$ cat config.mk
export PLATFORM = sky130hd
export DESIGN_NAME = debounce_sync
export DESIGN_NICKNAME = d
export VERILOG_FILES = /design/src/rtl/debounce_pkg.sv /design/src/rtl/sync_2ff.sv /design/src/rtl/debounce_sync.sv
export SDC_FILE = /design/constraint.sdc
export NUM_CORES = 1
export LEC_CHECK = 0
export ABC_AREA = 0
export ABC_CLOCK_PERIOD_IN_PS = 2120
export CAP_MARGIN = 30
export CORE_MARGIN = 8
export CORE_UTILIZATION = 53
export DETAILED_ROUTE_END_ITERATION = 8
export PLACE_DENSITY = 0.75
export SLEW_MARGIN = 15
export SYNTH_ARGS = -nofsm -noshare
export SYNTH_HDL_FRONTEND = slang
export SYNTH_SLANG_ARGS = --single-unit
$ cat constraint.sdc
create_clock -name clk -period 2.12 [get_ports clk]
set_input_delay 0.424 -clock clk [delete_from_list [all_inputs] [get_ports clk]]
set_output_delay 0.424 -clock clk [all_outputs]
set_load 0.01 [all_outputs]
$ cat src/rtl/debounce_pkg.sv
// Shared types and default constants for the pushbutton debouncer.
package debounce_pkg;

  typedef enum logic {
    STABLE = 1'b0,
    CHECK  = 1'b1
  } db_state_t;

  localparam int DB_SYNC_STAGES    = 2;
  localparam int DB_STABLE_SAMPLES = 4;

endpackage

$ cat src/rtl/sync_2ff.sv
// Multi-flop metastability synchronizer for one asynchronous bit into the clk domain.
module sync_2ff #(
  parameter int STAGES = 2
) (
  input  logic clk,
  input  logic rst,
  input  logic i_d,
  output logic o_q
);

  logic [STAGES-1:0] r_sync;

  always_ff @(posedge clk) begin
    if (rst) begin
      r_sync <= '0;
    end else begin
      r_sync <= {r_sync[STAGES-2:0], i_d};
    end
  end

  assign o_q = r_sync[STAGES-1];

endmodule

$ cat src/rtl/debounce_sync.sv
// Synchronizes a raw button and accepts a level change only after STABLE_SAMPLES
// consecutive divider strobes agree. Optional press-to-toggle output: DEBOUNCE_SYNC_TOGGLE_EN.
module debounce_sync
  import debounce_pkg::*;
#(
  parameter int SYNC_STAGES    = DB_SYNC_STAGES,
  parameter int STABLE_SAMPLES = DB_STABLE_SAMPLES,
  parameter int CNT_W          = 8
) (
  input  logic clk,
  input  logic rst,
  input  logic enable_i,
  input  logic btn_i,
  output logic level_o,
  output logic rise_o,
  output logic fall_o
`ifdef DEBOUNCE_SYNC_TOGGLE_EN
  ,
  output logic toggle_o
`endif
);

  localparam logic [CNT_W-1:0] LP_TARGET = CNT_W'(STABLE_SAMPLES);
  localparam logic [CNT_W-1:0] LP_ONE    = CNT_W'(1);

  logic             w_sync_b;
  logic             w_strobe;
  logic             w_differ;
  logic             w_accept;
  logic [CNT_W-1:0] w_cnt_inc;

  logic             r_en_q;
  logic             r_level;
  logic             r_rise;
  logic             r_fall;
  db_state_t        r_state;
  logic [CNT_W-1:0] r_cnt;

  sync_2ff #(
    .STAGES(SYNC_STAGES)
  ) u_btn_sync (
    .clk(clk),
    .rst(rst),
    .i_d(btn_i),
    .o_q(w_sync_b)
  );

  // One strobe per divider period: rising edge of the toggling enable.
  assign w_strobe  = enable_i & ~r_en_q;
  assign w_differ  = (w_sync_b != r_level);
  assign w_cnt_inc = r_cnt + LP_ONE;
  assign w_accept  = w_strobe & w_differ &
                     (((r_state == STABLE) && (STABLE_SAMPLES == 1)) ||
                      ((r_state == CHECK) && (w_cnt_inc == LP_TARGET)));

  always_ff @(posedge clk) begin
    if (rst) begin
      r_en_q  <= 1'b0;
      r_level <= 1'b0;
      r_rise  <= 1'b0;
      r_fall  <= 1'b0;
      r_state <= STABLE;
      r_cnt   <= '0;
    end else begin
      r_en_q <= enable_i;
      r_rise <= w_accept & ~r_level;
      r_fall <= w_accept & r_level;
      if (w_accept) begin
        r_level <= ~r_level;
      end
      if (w_strobe) begin
        case (r_state)
          STABLE: begin
            if (w_differ) begin
              if (w_accept) begin
                r_cnt <= '0;
              end else begin
                r_cnt   <= LP_ONE;
                r_state <= CHECK;
              end
            end
          end
          CHECK: begin
            // A matching sample is a bounce: restart the count from scratch.
            if (!w_differ || w_accept) begin
              r_cnt   <= '0;
              r_state <= STABLE;
            end else begin
              r_cnt <= w_cnt_inc;
            end
          end
          default: begin
            r_cnt   <= '0;
            r_state <= STABLE;
          end
        endcase
      end
    end
  end

`ifdef DEBOUNCE_SYNC_TOGGLE_EN
  logic r_toggle;

  always_ff @(posedge clk) begin
    if (rst) begin
      r_toggle <= 1'b0;
    end else if (w_accept && !r_level) begin
      r_toggle <= ~r_toggle;
    end
  end

  assign toggle_o = r_toggle;
`endif

  assign level_o = r_level;
  assign rise_o  = r_rise;
  assign fall_o  = r_fall;

endmodule
==> impl_metrics.tcl <==
set metrics [dict create \
    status "finished, final reports clean" \
    antenna-diode-count 0 \
    multi_input_area_um2 399 \
    ys_seq_area_share_pct 41.9 \
    grt_max_degree 9 \
    power_leakage_uw 0.000323 \
    drv_slew 0 \
    path_class "reg -> reg" \
    setup.worst_path.end_class "flip-flop" \
    grt_overflow_total 0 \
    postRouteAntennaNets 0 \
    critical_path_arrival_ns 2.11 \
    tightest_slew_ns 0.624 \
    p_per_area_nw_per_um2 559 \
    cp_max_fo 6 \
    synth-seq-cells 15 \
    setup_tns_ns 0 \
    rsz0062_at_grt "false" \
    min_period_ns 1.94 \
    wirelength_mm 1.61 \
    synthTopCellsByArea "dfxtp_1 42%, nand3_1 7.7%, nor2_1 5.8%" \
    seqCellArea_um2 300 \
    cts_setup_buffers 0 \
    fin_ws_ns 0.182 \
    dr.pass1.iters 4 \
    syn_area_per_cell_um2 8.64 \
    routedWlPerCell_um 14.4 \
    max_cap_viol_count 0 \
    die-area_um2 2790 \
    portBuffers 6 \
    clkPwrFrac_pct 34.8 \
    synth.distinct_cells 30 \
    cts_buffer_depth 2 \
    post-route-util_pct 67.0 \
    num_rows 13 \
    antenna_found_initial 0 \
    yosys.area.top_type "dfxtp_1" \
    hpwl_mm 1.25 \
    wl_met3_um 75 \
    cts_tree "done" \
    path_clk_slew_ns 0.09 \
    min_period_over_period_pct 91.4 \
    syn2layout_area_growth_pct 20.1 \
    io_pins 7 \
    cp-start-kind "flip-flop" \
    syn_inst 83 \
    post_cts_resized 0 \
    ff2ff_path_depth 8 \
    viasPerCell 5.83 \
    wl_met2_um 814 \
    die_h_um 52.8 \
    p_seq_share_pct 59.8 \
    coreArea_um2 1280 \
    m1WireLength_um 698 \
    synthesis.nets 88 \
    hold_depth 1 \
    p_sw_uw 109 \
    synth.top_cell.area_share_pct 41.9 \
    pwr-share-comb_pct 5.4 \
    vias 653 \
    hold_path_class "reg -> reg" \
    layout.nets 103 \
    insertion_delay_ns 0.29 \
    top_layer "met4" \
    cp.required_ns 2.30 \
    track_usage_pct 12.9 \
    cts_root_buf "clkbuf_4" \
    grt_pass1_vias 644 \
    numCtsBuffers 3 \
    ctsHoldBuffers 0 \
    setup_violations 0 \
    synth_area_um2 717 \
    relSlewSlack_pct 58.0 \
    grt_pass1_wl_mm 2.73 \
    max_freq_ghz 0.516 \
    initial_utilization_pct 55.8 \
    vdd_drop_max_v 0.000406 \
    first_iter_violations 24 \
    route.detailed.drc 0 \
    r2r_slack_ns 0.18 \
    intPower_uw 372 \
    hold_viol_final 0 \
    die_w_um 52.8 \
    gp_congestion 0.821 \
    final_layout_size_suffix_gt1_share_pct 14.4 \
    ys_warn_count 0 \
    cts.sinks 15 \
    ctsHtreeMaxLevel 1 \
    fillers 116 \
    skew_ns 0.00194 \
    netSwitchingFraction_pct 22.7 \
    place_ws_ns 0.0372 \
]
## power groups by stage
stage | logic [uW] | registers [uW] | clock network [uW]
final | 26.0 | 288 | 167
after global routing | 28.3 | 289 | 184
after global placement | 25.2 | 294 | 0
after floorplan | 12.1 | 294 | 0
after detailed placement | 25.9 | 295 | 0
after CTS | 26.0 | 288 | 172
## critical path, cell delays in order, from the launching register on
cell and delay [ns]:
dfxtp_1 0.35, ha_1 0.29, nand2b_1 0.17, mux2_1 0.28, o22ai_1 0.17, nand4_1 0.14
buf_4 0.19, a31oi_1 0.17, a311oi_1 0.06
## metal layers
| metal | vias up | global-route usage [%] |
|---|---|---|
| met5 | - | 0 |
| met2 | 15 | 22.7 |
| li1 | 325 | - |
| met4 | 0 | 5.17 |
| met3 | 2 | 2.84 |
| met1 | 311 | 14.5 |
## state kept, by name, summed over array words and instances, names as in the netlist
signal	flops
rise_o	1
u_btn_sync.r_sync	2
level_o	1
fall_o	1
r_state	1
r_en_q	1
r_cnt	8
## path summary, 6_finish.rpt
kind                                                      start                               to
worst max-delay path                      r_cnt[0]$_SDFFE_PP0P_            r_cnt[0]$_SDFFE_PP0P_
worst min-delay path            u_btn_sync.r_sync[0]$_SDFF_PP0_  u_btn_sync.r_sync[1]$_SDFF_PP0_
worst max register to register            r_cnt[0]$_SDFFE_PP0P_            r_cnt[0]$_SDFFE_PP0P_
worst min register to register  u_btn_sync.r_sync[0]$_SDFF_PP0_  u_btn_sync.r_sync[1]$_SDFF_PP0_
## cells in the mapped netlist
cell,instances
mux2i_1,1
a311oi_1,1
nand4_1,1
nand2b_1,3
nor2_1,11
inv_1,1
or2_2,1
buf_2,2
nor2b_1,4
nor3b_2,1
xor2_1,3
nand3_2,1
xor2_2,1
clkbuf_1,1
o21ai_1,1
a31oi_1,4
nor3_1,2
and3_1,3
mux2_1,1
a22oi_1,1
dfxtp_1,15
nand3_1,11
a32oi_1,1
o22ai_1,1
a21oi_1,4
o21ai_0,1
nor3b_1,1
xnor2_1,2
ha_1,1
nand2_1,2
## stage by stage
step	hold slack, ns	std cells	total power [uW]	cell area [um^2]
final	0.466	112	481	861
after global routing	0.472	112	501	861
after CTS	0.474	112	486	861
after detailed placement	0.455	108	320	835
after global placement	0.416	108	319	835
after floorplan	0.414	83	306	717
## cell families (layout without fill, tap and decap cells)
kind of cell / count (synthesis) / after routing / share of synthesized area, %
multiplexers: 2 / 2 / 2.97
flip-flops: 15 / 15 / 41.9
AND/OR/NAND/NOR: 41 / 41 / 30.5
AO/OA/AOI/OAI: 14 / 14 / 12.0
adder cells (fa/ha/maj): 1 / 1 / 1.74
buffers and inverters: 4 / 18 / 2.44
XOR/XNOR: 6 / 6 / 8.38
## cell type report
cell class              count  area share, %
flip-flops and latches     15           34.9
well taps                  15           2.18
inverters                   1          0.436
repair buffers             13           13.1
clock buffers               4           3.05
multi-input cells          64           46.4
## layout by cell type, fill, tap and decap left out
cell,n
dfxtp_1,15
nand3_1,11
nor2_1,11
buf_4,7
clkdlybuf4s50_1,6
nor2b_1,4
a21oi_1,4
a31oi_1,4
nand2b_1,3
and3_1,3
xor2_1,3
clkbuf_4,3
xnor2_1,2
nand2_1,2
nor3_1,2
mux2_1,1
o22ai_1,1
or2_2,1
mux2i_1,1
xor2_2,1
nand3_2,1
nor3b_2,1
nand4_1,1
nor3b_1,1
inv_1,1
o21ai_0,1
o21ai_1,1
a22oi_1,1
a32oi_1,1
a311oi_1,1
ha_1,1
clkbuf_1,1
Power figures use the tool's default switching activity.
